**config.mk**
```make
export PLATFORM = sky130hd
export DESIGN_NAME = stopwatch_ctrl
export DESIGN_NICKNAME = d
export VERILOG_FILES = /design/src/rtl/stopwatch_pkg.sv /design/src/rtl/stopwatch_ctrl_tick_gen.sv /design/src/rtl/stopwatch_ctrl.sv
export SDC_FILE = /design/constraint.sdc
export NUM_CORES = 1
export LEC_CHECK = 0
export CAP_MARGIN = 20
export CORE_MARGIN = 2
export CORE_UTILIZATION = 45
export DETAILED_ROUTE_END_ITERATION = 8
export MAX_ROUTING_LAYER = met4
export PLACE_DENSITY = 0.76
export SLEW_MARGIN = 30
export SYNTH_ARGS = -nofsm -noshare
export SYNTH_HDL_FRONTEND = slang
export SYNTH_SLANG_ARGS = --single-unit
```
**constraint.sdc**
```tcl
create_clock -name clk -period 3.1 [get_ports clk]
set_input_delay 0.465 -clock clk [delete_from_list [all_inputs] [get_ports clk]]
set_output_delay 0.465 -clock clk [all_outputs]
set_load 0.005 [all_outputs]
```
**src/rtl/stopwatch_pkg.sv**
```systemverilog
// Shared encodings for the stopwatch controller: FSM states, counter commands,
// digit limits.
package stopwatch_pkg;

   localparam logic [1:0] ST_IDLE  = 2'd0;
   localparam logic [1:0] ST_RUN   = 2'd1;
   localparam logic [1:0] ST_LAP   = 2'd2;
   localparam logic [1:0] ST_PAUSE = 2'd3;

   localparam logic [2:0] CMD_HOLD  = 3'd0;
   localparam logic [2:0] CMD_COUNT = 3'd1;
   localparam logic [2:0] CMD_CLEAR = 3'd2;

   // Highest value of a 0-9 digit and of a 0-5 (tens of seconds/minutes) digit
   localparam logic [3:0] DIGIT_MAX9 = 4'd9;
   localparam logic [3:0] DIGIT_MAX5 = 4'd5;

   // Steady-state command for a given FSM state
   function automatic logic [2:0] state_cmd(input logic [1:0] st);
      return (st == ST_RUN || st == ST_LAP) ? CMD_COUNT : CMD_HOLD;
   endfunction

endpackage

```
**src/rtl/stopwatch_ctrl_tick_gen.sv**
```systemverilog
// Prescaler producing a one-cycle registered tick every TICK_DIV clocks while
// run is high. The count is held while run is low so a resumed run finishes the
// partial second; zero discards it.
module tick_gen #(
   parameter int unsigned TICK_DIV = 50000000,
   parameter int unsigned TICK_W   = 26
) (
   input  logic clk,
   input  logic rst,
   input  logic run,
   input  logic zero,
   output logic tick
);

   localparam logic [TICK_W-1:0] CNT_LAST = TICK_W'(TICK_DIV - 1);

   logic [TICK_W-1:0] cnt_q;
   logic              tick_q;

   // Prescaler and tick register; zero takes precedence over run
   always_ff @(posedge clk or posedge rst) begin
      if (rst) begin
         cnt_q  <= '0;
         tick_q <= 1'b0;
      end else if (zero) begin
         cnt_q  <= '0;
         tick_q <= 1'b0;
      end else if (run) begin
         if (cnt_q == CNT_LAST) begin
            cnt_q  <= '0;
            tick_q <= 1'b1;
         end else begin
            cnt_q  <= cnt_q + 1'b1;
            tick_q <= 1'b0;
         end
      end else begin
         tick_q <= 1'b0;
      end
   end

   assign tick = tick_q;

endmodule

```
**src/rtl/stopwatch_ctrl.sv**
```systemverilog
// Stopwatch controller: start/stop/lap/clear FSM, counter command broadcast,
// MM:SS cascade enables, rollover pulse and lap snapshot display mux.
module stopwatch_ctrl
   import stopwatch_pkg::*;
#(
   parameter int unsigned TICK_DIV = 50000000,
   parameter int unsigned TICK_W   = 26
) (
   input  logic       clk,
   input  logic       rst,
   input  logic       btn_ss,
   input  logic       btn_lap,
   input  logic       btn_clr,
   input  logic [3:0] sec_ones,
   input  logic [3:0] sec_tens,
   input  logic [3:0] min_ones,
   input  logic [3:0] min_tens,
   output logic [2:0] cmd,
   output logic       en_so,
   output logic       en_st,
   output logic       en_mo,
   output logic       en_mt,
   output logic [3:0] disp_so,
   output logic [3:0] disp_st,
   output logic [3:0] disp_mo,
   output logic [3:0] disp_mt,
   output logic [1:0] state,
   output logic       ovf
);

   logic [1:0]  state_q, state_d;
   logic [2:0]  cmd_q, cmd_d;
   logic [15:0] snap_q, snap_d;
   logic        frozen_q, frozen_d;
   logic        clr_ok;
   logic        snap_cap;
   logic        tick;
   logic        counting;
   logic [15:0] live;

   assign live = {min_tens, min_ones, sec_tens, sec_ones};

   // Clear is honoured only while stopped
   assign clr_ok = btn_clr && (state_q == ST_IDLE || state_q == ST_PAUSE);

   // Next state; btn_clr masks the other buttons even when it is itself ignored
   always_comb begin
      state_d  = state_q;
      snap_cap = 1'b0;
      if (btn_clr) begin
         if (clr_ok) state_d = ST_IDLE;
      end else if (btn_ss) begin
         unique case (state_q)
            ST_IDLE:  state_d = ST_RUN;
            ST_RUN:   state_d = ST_PAUSE;
            ST_LAP:   state_d = ST_PAUSE;
            ST_PAUSE: state_d = ST_RUN;
         endcase
      end else if (btn_lap) begin
         case (state_q)
            ST_RUN: begin
               state_d  = ST_LAP;
               snap_cap = 1'b1;
            end
            ST_LAP:  state_d = ST_RUN;
            default: state_d = state_q;
         endcase
      end
   end

   // Command, snapshot and display-source selection for the next cycle
   always_comb begin
      cmd_d    = clr_ok ? CMD_CLEAR : state_cmd(state_d);
      snap_d   = snap_q;
      frozen_d = frozen_q;
      if (clr_ok) begin
         snap_d   = '0;
         frozen_d = 1'b0;
      end else begin
         if (snap_cap) snap_d = live;
         // Any entry to RUN shows live digits again, including resume from a
         // pause that was entered from LAP
         if (state_d == ST_LAP)      frozen_d = 1'b1;
         else if (state_d == ST_RUN) frozen_d = 1'b0;
      end
   end

   // Controller state registers
   always_ff @(posedge clk or posedge rst) begin
      if (rst) begin
         state_q  <= ST_IDLE;
         cmd_q    <= CMD_HOLD;
         snap_q   <= '0;
         frozen_q <= 1'b0;
      end else begin
         state_q  <= state_d;
         cmd_q    <= cmd_d;
         snap_q   <= snap_d;
         frozen_q <= frozen_d;
      end
   end

   tick_gen #(
      .TICK_DIV (TICK_DIV),
      .TICK_W   (TICK_W)
   ) u_tick_gen (
      .clk  (clk),
      .rst  (rst),
      .run  (state_q == ST_RUN || state_q == ST_LAP),
      .zero (state_q == ST_IDLE || clr_ok),
      .tick (tick)
   );

   // Cascade enables; a tick left over after leaving RUN is discarded by the cmd gate
   always_comb begin
      counting = (cmd_q == CMD_COUNT);
      en_so    = tick && counting;
      en_st    = en_so && (sec_ones == DIGIT_MAX9);
      en_mo    = en_st && (sec_tens == DIGIT_MAX5);
      en_mt    = en_mo && (min_ones == DIGIT_MAX9);
      ovf      = en_mt && (min_tens == DIGIT_MAX5);
   end

   assign {disp_mt, disp_mo, disp_st, disp_so} = frozen_q ? snap_q : live;
   assign cmd   = cmd_q;
   assign state = state_q;

endmodule

```
==> results.md <==
- Worst vdd ir: 0.342 mV
- Highest clock rate: 346 MHz
- Flops & latches, synth: 48
- Routability cong.: 0.866
- CP Capture Type: output pin
- Cells after Synth: 310
- CP max FO: 3
- Status: complete, no violations
- Met3 Wirelength: 316 um
- # H-tree levels: 2
- Minimum clock period: 2.89 ns
- Root buffer cell: clkbuf_8
- Met2 wire length: 2.76 mm
- Setup TNS Final: 0 ns
- Synthesized Nets: 337
- Post-CTS Setup Inserts: 0
- Starting density of the core: 47.0%
- Register area: 1200 um^2
- DRC violations left: 0
- Most common cell after layout, fill and taps aside: nand2_1
- Bufs on Longest Clock Path: 2
- Port buffer count: 45
- Die H: 83.1 um
- Clock skew: 0.00553 ns
- Routed Antenna Nets: 0
- Num rows: 28
- Starting DRT DRC Count: 103
- DIE WIDTH: 83.1 um
- Final core occ: 57.4%
- Worst Path Required: 2.63 ns
- Avg WL per Cell: 14.1 um
- GRT Total Usage: 18.7%
- Via density: 5.70
- Clock Pin Slew Worst Setup and Hold Paths: 0.09 ns
- Worst EP arrival: 2.42 ns
- Initial antenna violation count: 0
- Core area: 5990 um^2
- Place WS: 0.190 ns
- Critical Setup Path Class: in -> out
- CTS resizes: 0
- Met1 WL: 2.93 mm
- CTS Sinks: 48
- Total gr overflow: 0
- Register area share after synthesis: 42.7%
- Largest net degree at the start of global routing: 26
- Placed cell area: 3320 um^2
- DR vias: 2,447
- DRT Pass-1 Iters: 6
- Post-synth ARST share: 100%
- Mapped Area: 2820 um^2
- Period Utilization, post-route: 93.1%
- Post-DP HPWL: 4.44 mm
- Post-synth EDFFs: 0
- First-pass GRT wire length: 10.7 mm
- Area of the multi-input gates: 1490 um^2
- RSZ-0062 raised after global routing: false
- WHS: 0.493 ns
- Net count, final: 380
- Max_cap viols: 0
- Final Hold Fails: 0
- Area Growth Syn to Fin: 22.2%
- Final WL: 6.05 mm
- Slew at the pin with the worst max-slew slack: 0.764 ns
- Max_slew headroom: 49.1%
- I/O pin count: 47
- CTS tree: built
- Slack of the critical path: 0.214 ns
- Diodes inserted: 0
- Hold buffer count at CTS: 0
- Cell Pwr Density: 674 nW/um^2
- Most frequent cells in the layout: nand2_1 (52), dfrtp_1 (48), clkdlybuf4s50_1 (45)
- Warnings from Yosys: 0
- Synth cell types: 52
- FILL cells: 554
- Leakage power: 0.00144 uW
- Startpoint types: input pin
- Max Used Layer: met4
- CTS Buf Count: 5
- Vias in the first global route: 2,366
- Setup violators final: 0
- Top_reg_cell synth: dfrtp_1
- Die ar.: 6900 um^2
- Worst skew pair latency: 0.30 ns
- HP Class: reg -> reg
- Layout cells sized above 1: 12.7%
- Syn avg cell area: 9.08 um^2
- Final Max Tran Viols: 0
- Cell area after layout: 3440 um^2
stage by stage:
step | cells | power (uW)
after CTS | 429 | 2330
after global placement | 421 | 1840
after floorplan | 310 | 1540
after detailed placement | 421 | 1860
after global routing | 429 | 2490
final | 429 | 2320
routing by layer:
metal  up-vias  track usage (%)
met5         -                -
met4         0             4.77
met3         6             3.28
met2        76             29.7
met1      1175             25.0
li1       1190                -
sequential cells by signal, summed over array words and instances, names as in the netlist:
register / cells
snap_q: 16
u_tick_gen.cnt_q: 26
frozen_q: 1
state: 2
cmd: 2
u_tick_gen.tick: 1
area by class of cell:
| cell class | instances | area share, % |
|---|---|---|
| Clock buffer | 5 | 2.00 |
| Timing Repair Buffer | 51 | 14.4 |
| Inverter | 11 | 1.20 |
| Clock inverter | 3 | 1.35 |
| Sequential cell | 48 | 34.9 |
| Tap cell | 75 | 2.73 |
| Multi-Input combinational cell | 236 | 43.4 |
cells in the mapped netlist (6+ instances only):
master | instances | area, um^2
o21ai_0 | 22 | 110
a21oi_1 | 8 | 40.0
dfrtp_1 | 48 | 1200
nor2_1 | 29 | 109
a31oi_1 | 10 | 62.6
inv_1 | 11 | 41.3
mux2_2 | 17 | 191
nand3_1 | 11 | 55.1
clkbuf_1 | 11 | 41.3
ha_1 | 6 | 75.1
and3_1 | 7 | 43.8
nand4_1 | 8 | 50.1
nand2_1 | 52 | 195
worst max-delay path: stages:
cell and delay (ns):
clkdlybuf4s50_1 0.43, nand4bb_1 0.19, nor3_1 0.20, and2_1 0.18, nor4b_1 0.29, and2_1 0.17
clkdlybuf4s50_1 0.49
cell families (layout without fill, tap and decap cells):
logic type,Yosys count,in the layout,synth area share [%]
xor gates and xnor gates,7,7,2.18
AOI/OAI and AO/OA,60,60,13.2
buffers and inverters,26,70,4.31
other,1,1,0.133
and+or+nand+nor,142,142,26.9
muxes,20,20,7.87
DFF,48,48,42.7
adders and majority gates,6,6,2.67
final timing paths:
path                                                   from                                to  slack (ns)  depth (start not counted)
max                                             sec_ones[1]                               ovf        0.21                          7
min                        u_tick_gen.cnt_q[25]$_DFFE_PP0P_  u_tick_gen.cnt_q[25]$_DFFE_PP0P_        0.49                          1
max reg2reg                              state[1]$_DFF_PP0_  u_tick_gen.cnt_q[22]$_DFFE_PP0P_        0.69                          7
min reg2reg                u_tick_gen.cnt_q[25]$_DFFE_PP0P_  u_tick_gen.cnt_q[25]$_DFFE_PP0P_        0.49                          1
max in group asynchronous                               rst  u_tick_gen.cnt_q[12]$_DFFE_PP0P_        1.90                          3
min in group asynchronous                               rst            snap_q[13]$_DFFE_PP0P_        0.50                          2
power by group:
part / switching (uW) / internal, uW
Clock: 221 / 243
Sequential: 127 / 747
Combinational: 541 / 438
(Power assumes the default switching activity.)
